[src/rtl/switch_bcd_if.sv]
// ============================================================================
// Module   : switch_bcd_if
// Brief    : Bus between the switch feeder and the BCD encoder.
// Revision : 1.0
// ============================================================================
`default_nettype none

interface switch_bcd_if #(
  parameter int IN_W   = 16,
  parameter int DIGITS = 8
);
  logic [IN_W-1:0]     sw_in;
  logic                start;
  logic [4*DIGITS-1:0] bcd_out;
  logic                busy;
  logic                done;

  modport master (
    output sw_in,
    output start,
    input  bcd_out,
    input  busy,
    input  done
  );

  modport slave (
    input  sw_in,
    input  start,
    output bcd_out,
    output busy,
    output done
  );
endinterface

`default_nettype wire

[src/rtl/switch_bcd_encoder.sv]
// ============================================================================
// Module   : switch_bcd_encoder
// Brief    : Synchronised switch value -> packed BCD via iterative double-dabble.
//            Optional LEADING_ZERO_BLANK_EN blanks leading zero digits.
// Revision : 1.0
// ============================================================================
`default_nettype none

module switch_bcd_encoder #(
  parameter int         IN_W       = 16,
  parameter int         DIGITS     = 8,
  parameter logic [3:0] BLANK_CODE = 4'hF
) (
  input  logic       clk,
  input  logic       rst_n,
  switch_bcd_if.slave bus
);

  localparam int W     = 4 * DIGITS;
  localparam int CNT_W = $clog2(IN_W + 1);

  // 10^DIGITS > 2^IN_W  <=>  DIGITS*log2(10) > IN_W (never equal for integers)
  localparam longint LHS = longint'(DIGITS) * 64'd33219;
  localparam longint RHS = longint'(IN_W) * 64'd10000;

  if (LHS <= RHS) begin : g_digits_check
    $error("switch_bcd_encoder: DIGITS too small for IN_W");
  end
  if (BLANK_CODE < 4'hA) begin : g_blank_check
    $error("switch_bcd_encoder: BLANK_CODE must not be a decimal digit");
  end

  typedef enum logic [1:0] {
    S_IDLE  = 2'd0,
    S_SHIFT = 2'd1,
    S_DONE  = 2'd2
  } state_t;

  state_t           state_q;
  logic [IN_W-1:0]  sync1_q, sync2_q, src_q, bin_q;
  logic [W-1:0]     scratch_q, scratch_d, bcd_q, bcd_d;
  logic [W-1:0]     scratch_adj;
  logic [CNT_W-1:0] cnt_q;
  logic             done_q;
  logic [3:0]       nib;

  always_comb begin
    scratch_adj = '0;
    nib         = '0;
    for (int i = 0; i < DIGITS; i++) begin
      nib = scratch_q[4*i +: 4];
      if (nib >= 4'd5) nib = nib + 4'd3;
      scratch_adj[4*i +: 4] = nib;
    end
    scratch_d = {scratch_adj[W-2:0], bin_q[IN_W-1]};
  end

`ifdef LEADING_ZERO_BLANK_EN
  logic seen_nz;
  // Walk down from the top digit; everything before the first nonzero is blank.
  always_comb begin
    bcd_d   = scratch_q;
    seen_nz = 1'b0;
    for (int i = DIGITS - 1; i >= 1; i--) begin
      if (scratch_q[4*i +: 4] != 4'd0) seen_nz = 1'b1;
      if (!seen_nz) bcd_d[4*i +: 4] = BLANK_CODE;
    end
  end
`else
  assign bcd_d = scratch_q;
`endif

  always_ff @(posedge clk or negedge rst_n) begin
    if (!rst_n) begin
      sync1_q   <= '0;
      sync2_q   <= '0;
      src_q     <= '0;
      bin_q     <= '0;
      scratch_q <= '0;
      cnt_q     <= '0;
      bcd_q     <= '0;
      done_q    <= 1'b0;
      state_q   <= S_IDLE;
    end else begin
      sync1_q <= bus.sw_in;
      sync2_q <= sync1_q;
      done_q  <= 1'b0;
      case (state_q)
        S_IDLE: begin
          if (bus.start || (sync2_q != src_q)) begin
            bin_q     <= sync2_q;
            src_q     <= sync2_q;
            scratch_q <= '0;
            cnt_q     <= '0;
            state_q   <= S_SHIFT;
          end
        end
        S_SHIFT: begin
          scratch_q <= scratch_d;
          bin_q     <= bin_q << 1;
          cnt_q     <= cnt_q + CNT_W'(1);
          if (cnt_q == CNT_W'(IN_W - 1)) state_q <= S_DONE;
        end
        S_DONE: begin
          bcd_q   <= bcd_d;
          done_q  <= 1'b1;
          state_q <= S_IDLE;
        end
        default: state_q <= S_IDLE;
      endcase
    end
  end

  assign bus.bcd_out = bcd_q;
  assign bus.busy    = (state_q != S_IDLE);
  assign bus.done    = done_q;

endmodule

`default_nettype wire

[src/flat_wrapper.sv]
// flat-port wrapper written by rule: the top's interface ports become plain ports
module switch_bcd_encoder_flat 
#(
  parameter int         IN_W       = 16,
  parameter int         DIGITS     = 8,
  parameter logic [3:0] BLANK_CODE = 4'hF
)
  (clk, rst_n, bus_sw_in, bus_start, bus_bcd_out, bus_busy, bus_done);
  switch_bcd_if #(.IN_W(IN_W), .DIGITS(DIGITS)) bus_i ();
  input  logic clk;
  input  logic rst_n;
  input wire logic [$bits(bus_i.sw_in)-1:0] bus_sw_in;
  input wire logic [$bits(bus_i.start)-1:0] bus_start;
  output wire logic [$bits(bus_i.bcd_out)-1:0] bus_bcd_out;
  output wire logic [$bits(bus_i.busy)-1:0] bus_busy;
  output wire logic [$bits(bus_i.done)-1:0] bus_done;
  assign bus_i.sw_in = bus_sw_in;
  assign bus_i.start = bus_start;
  assign bus_bcd_out = bus_i.bcd_out;
  assign bus_busy = bus_i.busy;
  assign bus_done = bus_i.done;
  switch_bcd_encoder #(.IN_W(IN_W), .DIGITS(DIGITS), .BLANK_CODE(BLANK_CODE)) u_core (.clk(clk), .rst_n(rst_n), .bus(bus_i));
endmodule
[config.mk]
export PLATFORM = sky130hd
export DESIGN_NAME = switch_bcd_encoder_flat
export DESIGN_NICKNAME = d
export VERILOG_FILES = /design/src/rtl/switch_bcd_if.sv /design/src/rtl/switch_bcd_encoder.sv /design/src/flat_wrapper.sv
export SDC_FILE = /design/constraint.sdc
export NUM_CORES = 1
export LEC_CHECK = 0
export BUFFER_PORTS_ARGS = -buffer_cell sky130_fd_sc_hd__buf_2
export CORE_MARGIN = 2
export CORE_UTILIZATION = 40
export DETAILED_ROUTE_END_ITERATION = 8
export GPL_TIMING_DRIVEN = 0
export PLACE_DENSITY = 0.71
export SYNTH_ARGS = -nofsm -noshare
export SYNTH_HDL_FRONTEND = slang
export SYNTH_SLANG_ARGS = --single-unit
[constraint.sdc]
create_clock -name clk -period 1.9 [get_ports clk]
set_input_delay 0.095 -clock clk [delete_from_list [all_inputs] [get_ports clk]]
set_output_delay 0.095 -clock clk [all_outputs]
set_load 0.02 [all_outputs]
==> results_dict.tcl, run 1 <==
set metrics [dict create \
    nets 603 \
    antenna_found_initial 0 \
    ys_top_cells_by_count "136 x dfrtp_1, 63 x mux2_2, 39 x nand2_1, 37 x o21ai_0, 27 x a22o_1" \
    setup_ws_ps -195 \
    regArea_mm2 0.00340 \
    wl_mm 12.5 \
    fmax_mhz 477 \
    synth_seq_cells 136 \
    async_flop_share 1.00 \
    htreeDepth 4 \
    ys.flop_type "dfrtp_1" \
    dr.pass1.iters 4 \
    area_delta_synth_final_pct 29.8 \
    die_y_um 124 \
    io_buffers 52 \
    netlist_area_mm2 0.00575 \
    crit_fanout 5 \
    syn-num-nets 496 \
    met2_length_mm 6.40 \
    crit_path_start_kind "register" \
    dp.final_hpwl_mm 7.56 \
    yosysMostFrequentCell "dfrtp_1" \
    ys_seq_area_frac 0.592 \
    met3WireLength_um 555 \
    setup_violations 64 \
    maxCapViolCount 0 \
    wl_per_cell_um 16.5 \
    synthTopCellsByArea "dfrtp_1 59%, mux2_2 12%, a22o_1 4.1%" \
    rsz0062_at_grt "true" \
    coreArea_mm2 0.0139 \
    start_util 0.412 \
    cts_tree "built" \
    grt_pass1_vias 4228 \
    pin_count 53 \
    slew_headroom 0.506 \
    avgSynthCellArea_um2 12.5 \
    hold_violations 0 \
    n_fill_cell 1130 \
    post-route-drc-count 0 \
    die-area_mm2 0.0153 \
    path_class "register to register" \
    met1Wirelength_mm 5.23 \
    total_power_mw 12.0 \
    ys.warnings.count 0 \
    slew_violations 0 \
    clockBufferDepth 2 \
    grt_max_degree 95 \
    cts_buffers 17 \
    grt_pass1_wl_mm 20.5 \
    min_period_over_period 1.10 \
    holdWs_ps 162 \
    gp_congestion 0.775 \
    powerDensity_mw_per_mm2 1610 \
    fin_worst_skew_ps 5.57 \
    rows 43 \
    clk_latency_ps 420 \
    ir_drop_mv 0.900 \
    status "finished with violations" \
    critPathRequiredTime_ps 2200 \
    final.min_clock_period_ps 2090 \
    clockRootBuffer "clkbuf_16" \
    holdCritPathClass "input pin to asynchronous set/reset pin" \
    yosys.area.top_type "dfrtp_1" \
    multiInputGateArea_mm2 0.00233 \
    critPathArrivalTime_ps 2400 \
    grt-ovfl-total 0 \
    vias 3932 \
    violations "setup timing" \
    worst_pin_slew_ps 741 \
    postRouteAntennaNets 0 \
    syn_inst 459 \
    clock-sinks 136 \
    synth_cell_types 34 \
    drt_iter0_markers 286 \
    antenna_cells 0 \
    top_layer "met4" \
    die-width_um 124 \
    p_leak_nw 3.58 \
    endpoint_kind "register" \
    synth_enable_flop_cells 0 \
    netlist.area_leader.share 0.592 \
    grt.total_usage 0.178 \
    drive_above_1_share 0.323 \
    vias_per_cell 5.18 \
    clkTransAtPathRegs_ps 60 \
]
## worst paths after layout
| check | slack (ps) | depth (start not counted) | start | endpoint |
|---|---|---|---|---|
| min in group clk | 310 | 2 | bus_sw_in[12] | u_core.sync1_q[12]$_DFF_PN0_ |
| worst max-delay path | -190 | 7 | u_core.src_q[0]$_DFFE_PN0P_ | u_core.bin_q[6]$_DFFE_PN0P_ |
| worst max register to register | -190 | 7 | u_core.src_q[0]$_DFFE_PN0P_ | u_core.bin_q[6]$_DFFE_PN0P_ |
| worst min-delay path | 160 | 2 | rst_n | u_core.bcd_d[2]$_DFFE_PN0P_ |
| max in group asynchronous | 950 | 3 | rst_n | u_core.bcd_d[13]$_DFFE_PN0P_ |
| worst min register to register | 350 | 0 | u_core.sync1_q[8]$_DFF_PN0_ | u_core.sync2_q[8]$_DFF_PN0_ |
## per-layer routing
metal | global-route usage | vias to the layer above
met3 | 0.0490 | 25
met1 | 0.210 | 1977
met4 | 0.0831 | 0
met2 | 0.303 | 105
li1 | - | 1825
met5 | 0 | -
## area by class of cell
class,instances,share of cell area
sequential,136,0.456
multi-input combinational,284,0.312
timing repair buffer,89,0.0940
clock buffer,20,0.0613
tap,180,0.0302
clock inverter,12,0.0200
buffer,16,0.0146
inverter,22,0.0111
## layout by cell type (no fill, tap or decap), types with 14 or more instances in the layout
master / count
dfrtp_1: 136
ha_1: 18
mux2_2: 48
buf_2: 51
inv_1: 21
mux2_4: 15
nand2_1: 39
clkbuf_16: 17
dlygate4sd3_1: 17
nor2_1: 14
o21ai_0: 37
a22o_1: 27
a21oi_1: 16
## metrics by stage
stage	instances	utilization	area, um2	setup TNS [ps]	worst slack [ps]
2_1_floorplan	459	-	5750	-1870	-143
3_3_place_gp	691	0.447	6230	-157740	-1000
3_5_place_dp	692	0.450	6270	-24410	-514
4_1_cts	761	0.537	7490	-7690	-182
5_1_grt	759	0.535	7460	-14270	-293
6_report	759	0.535	7460	-7750	-195
## where the power goes
group / switching (mW) / internal, mW / total [mW]
clock network: 1.25 / 2.13 / 3.38
logic: 1.97 / 2.13 / 4.10
registers: 0.772 / 3.78 / 4.55
## logic make-up after synthesis
group	Yosys count	share of synthesized area
and+or+nand+nor	83	0.0679
AOI/OAI and AO/OA	96	0.112
muxes	63	0.123
xor gates and xnor gates	24	0.0366
DFF	136	0.592
adders and majority gates	18	0.0392
buffers and inverters	39	0.0283
## sequential cells by signal, indices dropped and copies added (netlist names), 2 cells and up
register,cells
u_core.bcd_d,32
u_core.bus.bcd_out,32
u_core.bin_q,16
u_core.src_q,16
u_core.sync1_q,16
u_core.sync2_q,16
u_core.cnt_q,5
u_core.state_q,2
## repair_timing
item	4_1_cts	5_1_grt
gates resized for setup	46	4
buffers inserted	17	1
cloned	4	0
endpoints found under the setup margin	64	66
pin swaps	21	8
hold endpoints to repair	58	0
hold buffers	17	0
## critical path: stages, from the launching register on
cell,delay (ps)
dfrtp_1,390
xnor2_1,180
nand4_1,130
or3_4,430
o31ai_4,230
buf_4,180
buf_6,140
mux2_4,310
(Power assumes the default switching activity.)
==> inputs of run 2 (changes only) <==
--- a/config.mk
+++ b/config.mk
@@ -9,6 +9,6 @@
 export CORE_MARGIN = 2
-export CORE_UTILIZATION = 40
+export CORE_UTILIZATION = 53
 export DETAILED_ROUTE_END_ITERATION = 8
 export GPL_TIMING_DRIVEN = 0
-export PLACE_DENSITY = 0.71
+export PLACE_DENSITY = 0.86
 export SYNTH_ARGS = -nofsm -noshare
==> constraint.sdc (replaced) <==
create_clock -name clk -period 1.9 [get_ports clk]
set_input_delay 0.285 -clock clk [delete_from_list [all_inputs] [get_ports clk]]
set_output_delay 0.285 -clock clk [all_outputs]
set_load 0.02 [all_outputs]
==> run 2 against run 1 <==
- the flow still finishes with violations (setup timing)
- first-iteration DRC count decreased by 27%
- design area is 1.9% lower
- critical path depth unchanged
- core utilization increased by 15 points
- clock skew increased by 3.0 ps
- clock-buffer cell count down 1
- worst setup slack got worse by 11 ps
- register-to-register slack about the same
- flip-flop and latch count is the same
- global-route usage up 6.2 points
- sequential power about the same
- clock power is essentially flat
- largest cell class unchanged
==> results_dict.tcl, run 2 (synthesis results as in run 1) <==
set metrics [dict create \
    die-width_um 108 \
    finalNonFillerCells 712 \
    wl_per_cell_um 18.0 \
    slew_headroom 0.565 \
    total_power_mw 12.1 \
    grt_pass1_vias 4251 \
    postRouteAntennaNets 0 \
    coreArea_mm2 0.0107 \
    grt_pass1_wl_mm 21.3 \
    grt_max_degree 71 \
    die-area_mm2 0.0117 \
    dp.final_hpwl_mm 7.43 \
    ff2ff_setup_slack_ps -210 \
    rsz0062_at_grt "true" \
    critical_path.cell_chain "xor2_1 -> nor4_2 -> nand3_2 -> o31ai_4 -> buf_6 -> buf_8 -> mux2_4" \
    fin_area_mm2 0.00731 \
    grt.total_usage 0.241 \
    min_period_over_period 1.11 \
    path_class "register to register" \
    n_fill_cell 720 \
    critPathRequiredTime_ps 2300 \
    dp_cells 652 \
    worst_pin_slew_ps 652 \
    pin_count 53 \
    clockRootBuffer "clkbuf_8" \
    post-route-drc-count 0 \
    reg2reg_from "u_core.sync2_q[9]$_DFF_PN0_" \
    holdCritPathClass "input pin to asynchronous set/reset pin" \
    gp_congestion 0.790 \
    cts_buffers 17 \
    area_delta_synth_final_pct 27.2 \
    cpMaxStageDelayCell "dfrtp_1" \
    wl_mm 12.8 \
    fin_util 0.683 \
    final_cell_mix "136 x dfrtp_1, 52 x buf_2, 39 x nand2_1, 37 x o21ai_0, 37 x mux2_2" \
    place_area_mm2 0.00622 \
    clkTransAtPathRegs_ps 60 \
    nets 597 \
    dr.pass1.iters 4 \
    rows 38 \
    drt_iter0_markers 209 \
    p_leak_nw 3.59 \
    clockBufferDepth 2 \
    critPathArrivalTime_ps 2510 \
    crit_path_start_kind "register" \
    setup_ws_ps -205 \
    slowest_delay_ps 390 \
    die_y_um 108 \
    antenna_found_initial 0 \
    final_common_cell "dfrtp_1" \
    violations "setup timing" \
    fin_worst_skew_ps 8.61 \
    cts_tree "built" \
    ff2ff_path_depth 7 \
    dp_slack_ps -519 \
    htreeDepth 4 \
    maxCapViolCount 0 \
    clk_latency_ps 520 \
    drive_above_1_share 0.308 \
    powerDensity_mw_per_mm2 1660 \
    io_buffers 52 \
    ir_drop_mv 1.06 \
    status "finished with violations" \
    antenna_cells 0 \
    grt-ovfl-total 0 \
    crit_fanout 5 \
    vias_per_cell 5.57 \
    slew_violations 0 \
    start_util 0.537 \
    multiInputGateArea_mm2 0.00232 \
    fmax_mhz 475 \
    vias 3969 \
    setup_violations 64 \
    clock-sinks 136 \
    worstReg2RegEnd "u_core.bin_q[5]$_DFFE_PN0P_" \
    hold_violations 0 \
    regArea_mm2 0.00340 \
    endpoint_kind "register" \
    final.min_clock_period_ps 2110 \
]
[run 2: changes by cell type in the layout (fill, tap and decap cells not counted), moves of 4 or more]
cell        previous run  this run
buf_8                  3         7
o2bb2ai_2              7         0
o2bb2ai_1              0         8
mux2_4                15        26
buf_12                 5         1
buf_4                 10         6
mux2_2                48        37
clkinvlp_4             4         0
[run 2: per-stage QoR]
stage,hold slack (ps),TNS (ps)
6_report,313,-9350
5_1_grt,352,-15880
4_1_cts,348,-11620
3_5_place_dp,324,-24720
3_3_place_gp,332,-175320
2_1_floorplan,-10.6,-1870
[run 2: repair_timing]
item / in CTS / in global routing
gates cloned: 1 / 0
endpoints found under the setup margin: 65 / 65
setup buffers: 9 / 3
pin swaps: 15 / 8
endpoints found under the hold margin: 82 / 0
hold buffers: 17 / 0
resized for setup: 52 / 9
[run 2: area by class of cell]
class / instances / area share
Clock inverter: 12 / 0.0240
Buffer: 16 / 0.0164
Timing Repair Buffer: 83 / 0.0827
Sequential cell: 136 / 0.466
Multi-Input combinational cell: 284 / 0.317
Tap cell: 140 / 0.0240
Inverter: 22 / 0.0116
Clock buffer: 19 / 0.0590
[run 2: power by group]
part | internal (mW) | switching (mW) | leakage, nW
registers | 3.77 | 0.807 | 1.72
clock network | 2.16 | 1.25 | 0.302
logic | 2.14 | 2.00 | 1.57
total | 8.07 | 4.06 | 3.59
[run 2: routing by layer]
metal	vias up	wire, um	GRT usage
met1	2013	5280	0.286
met3	33	611	0.0585
met5	-	0	0
met2	121	6610	0.423
met4	0	335	0.0943
li1	1802	-	-
[run 2: worst max-delay path by stage]
stage | cells after the start | endpoint | startpoint
6_report | 7 | u_core.bin_q[5]$_DFFE_PN0P_ | u_core.sync2_q[9]$_DFF_PN0_
5_1_grt | 7 | u_core.bin_q[5]$_DFFE_PN0P_ | u_core.sync2_q[7]$_DFF_PN0_
4_1_cts | 8 | u_core.bin_q[5]$_DFFE_PN0P_ | u_core.sync2_q[13]$_DFF_PN0_
3_5_place_dp | 6 | u_core.bin_q[5]$_DFFE_PN0P_ | u_core.sync2_q[9]$_DFF_PN0_
3_3_place_gp | 1 | u_core.sync1_q[12]$_DFF_PN0_ | rst_n
2_1_floorplan | 7 | u_core.bin_q[10]$_DFFE_PN0P_ | u_core.sync2_q[0]$_DFF_PN0_
[run 2: worst max-delay path: cells and delay by family, from the launching register on]
kind / cells / cell delay, ps
AND/OR/NAND/NOR: 2 / 520
flip-flops: 1 / 390
buffers and inverters: 2 / 310
multiplexers: 1 / 310
AO/OA/AOI/OAI: 1 / 260
XOR/XNOR: 1 / 180
==> inputs of run 3 (changes only) <==
--- a/config.mk
+++ b/config.mk
@@ -13,2 +13,3 @@
 export PLACE_DENSITY = 0.86
+export RECOVER_POWER = 50
 export SYNTH_ARGS = -nofsm -noshare
==> constraint.sdc (replaced) <==
create_clock -name clk -period 1.9 [get_ports clk]
set_input_delay 0.19 -clock clk [delete_from_list [all_inputs] [get_ports clk]]
set_output_delay 0.19 -clock clk [all_outputs]
set_load 0.02 [all_outputs]
==> run 3 against run 2 <==
- the run ends with capacitance limit, slew limit, setup timing left
- clock power barely moved
- die area stayed put
- global-route usage about the same
- fmax fell by 0.87%
- register-to-register slack worse by 20 ps
- critical endpoint unchanged
- largest cell class unchanged
- largest power group unchanged
- highest routed layer unchanged
==> results_dict.tcl, run 3 (synthesis results as in run 1) <==
set metrics [dict create \
    grt-ovfl-total 0 \
    place_area_mm2 0.00622 \
    p_leak_nw 3.59 \
    post-route-drc-count 0 \
    final_cell_mix "136 x dfrtp_1, 52 x buf_2, 39 x nand2_1, 37 x o21ai_0, 37 x mux2_2" \
    endpoint_kind "register" \
    drt_iter0_markers 227 \
    hold_violations 0 \
    path_class "register to register" \
    ff2ff_path_depth 7 \
    gp_congestion 0.790 \
    grt.total_usage 0.241 \
    io_buffers 52 \
    dp.final_hpwl_mm 7.43 \
    clockBufferDepth 2 \
    grt_pass1_wl_mm 21.3 \
    total_power_mw 12.1 \
    rsz0062_at_grt "true" \
    die-width_um 108 \
    violations "capacitance limit, slew limit, setup timing" \
    clkTransAtPathRegs_ps 60 \
    finalNonFillerCells 712 \
    grt_max_degree 71 \
    status "finished with violations" \
    critPathArrivalTime_ps 2530 \
    clock-sinks 136 \
    wl_per_cell_um 18.0 \
    rows 38 \
    setup_violations 64 \
    crit_fanout 5 \
    area_delta_synth_final_pct 27.0 \
    cts_tree "built" \
    worst_pin_slew_ps 1520 \
    reg2reg_from "u_core.sync2_q[14]$_DFF_PN0_" \
    crit_path_start_kind "register" \
    antenna_cells 0 \
    postRouteAntennaNets 0 \
    fmax_mhz 471 \
    cp-endpoint "u_core.bin_q[5]$_DFFE_PN0P_" \
    htreeDepth 4 \
    vias_per_cell 5.59 \
    final_common_cell "dfrtp_1" \
    critPathRequiredTime_ps 2300 \
    drive_above_1_share 0.308 \
    final.min_clock_period_ps 2120 \
    nets 597 \
    setup_ws_ps -224 \
    antenna_found_initial 0 \
    slew_violations 67 \
    dr.pass1.iters 4 \
    crit_path_start "u_core.sync2_q[14]$_DFF_PN0_" \
    clk_latency_ps 530 \
    fin_area_mm2 0.00730 \
    coreArea_mm2 0.0107 \
    ff2ff_setup_slack_ps -220 \
    clockRootBuffer "clkbuf_8" \
    ir_drop_mv 1.06 \
    fin_worst_skew_ps 10.5 \
    die_y_um 108 \
    die-area_mm2 0.0117 \
    maxCapViolCount 1 \
    dp_cells 652 \
    pin_count 53 \
    wl_mm 12.8 \
    vias 3981 \
    holdWs_ps 299 \
    min_period_over_period 1.12 \
    powerDensity_mw_per_mm2 1660 \
    holdCritPathClass "input pin to register" \
    slew_headroom -0.0110 \
    cts_buffers 17 \
    worstReg2RegEnd "u_core.bin_q[5]$_DFFE_PN0P_" \
    grt_pass1_vias 4251 \
    start_util 0.537 \
]
run 3: cell count changes in the layout (fill, tap and decap cells not counted):
cell      change
buf_12        +1
buf_16        -1
buf_6         -1
clkbuf_2      +1
clkinv_2      +1
inv_4         -1
run 3: how the worst min path moves through the flow:
stage / from / end / slack, ps / depth (start not counted)
final: bus_sw_in[13] / u_core.sync1_q[13]$_DFF_PN0_ / 300 / 2
after global routing: bus_sw_in[4] / u_core.sync1_q[4]$_DFF_PN0_ / 300 / 2
after CTS: rst_n / u_core.bus.bcd_out[1]$_DFFE_PN0P_ / 250 / 2
after detailed placement: rst_n / u_core.bus.bcd_out[1]$_DFFE_PN0P_ / 230 / 1
after global placement: bus_sw_in[10] / u_core.sync1_q[10]$_DFF_PN0_ / 300 / 1
after floorplan: rst_n / u_core.bcd_d[0]$_DFFE_PN0P_ / -110 / 0
run 3: area by class of cell:
class	instances	area, um2
timing repair buffer	83	591
tap	140	175
multi-input combinational	284	2320
buffer	16	120
inverter	22	83.8
clock buffer	19	432
fill	721	3400
clock inverter	12	175
sequential	136	3400
run 3: metal layers:
layer / GRT usage / part of all wire / wire length, um
met2: 0.425 / 0.52 / 6700
met1: 0.286 / 0.41 / 5230
met3: 0.0567 / 0.048 / 615
met4: 0.0925 / 0.022 / 279
met5: 0 / 0 / 0
run 3: critical path, stage by stage (launching register included):
cell,delay (ps)
dfrtp_1,410
xor2_1,190
nor4_1,350
nand3_2,170
o31ai_4,260
buf_6,170
buf_8,140
mux2_4,310
run 3: what timing repair did:
action                                  4_1_cts  5_1_grt
gates cloned                                  1        0
hold endpoints to repair                     82        0
hold buffers                                 17        0
pin swaps                                    15        8
setup buffers                                 9        3
endpoints found under the setup margin       65       76
resized for setup                            49       12
run 3: where the power goes:
group,switching [mW],internal (mW),total [mW]
Sequential,0.802,3.77,4.58
Clock,1.26,2.16,3.42
Combinational,2.00,2.13,4.13
run 3: per-stage QoR:
stage	setup WS (ps)	TNS, ps	util
final	-224	-10230	0.682
after global routing	-308	-16050	0.682
after CTS	-235	-11630	0.678
after detailed placement	-519	-24720	0.581
after global placement	-1060	-162400	0.578
after floorplan	-143	-1870	-
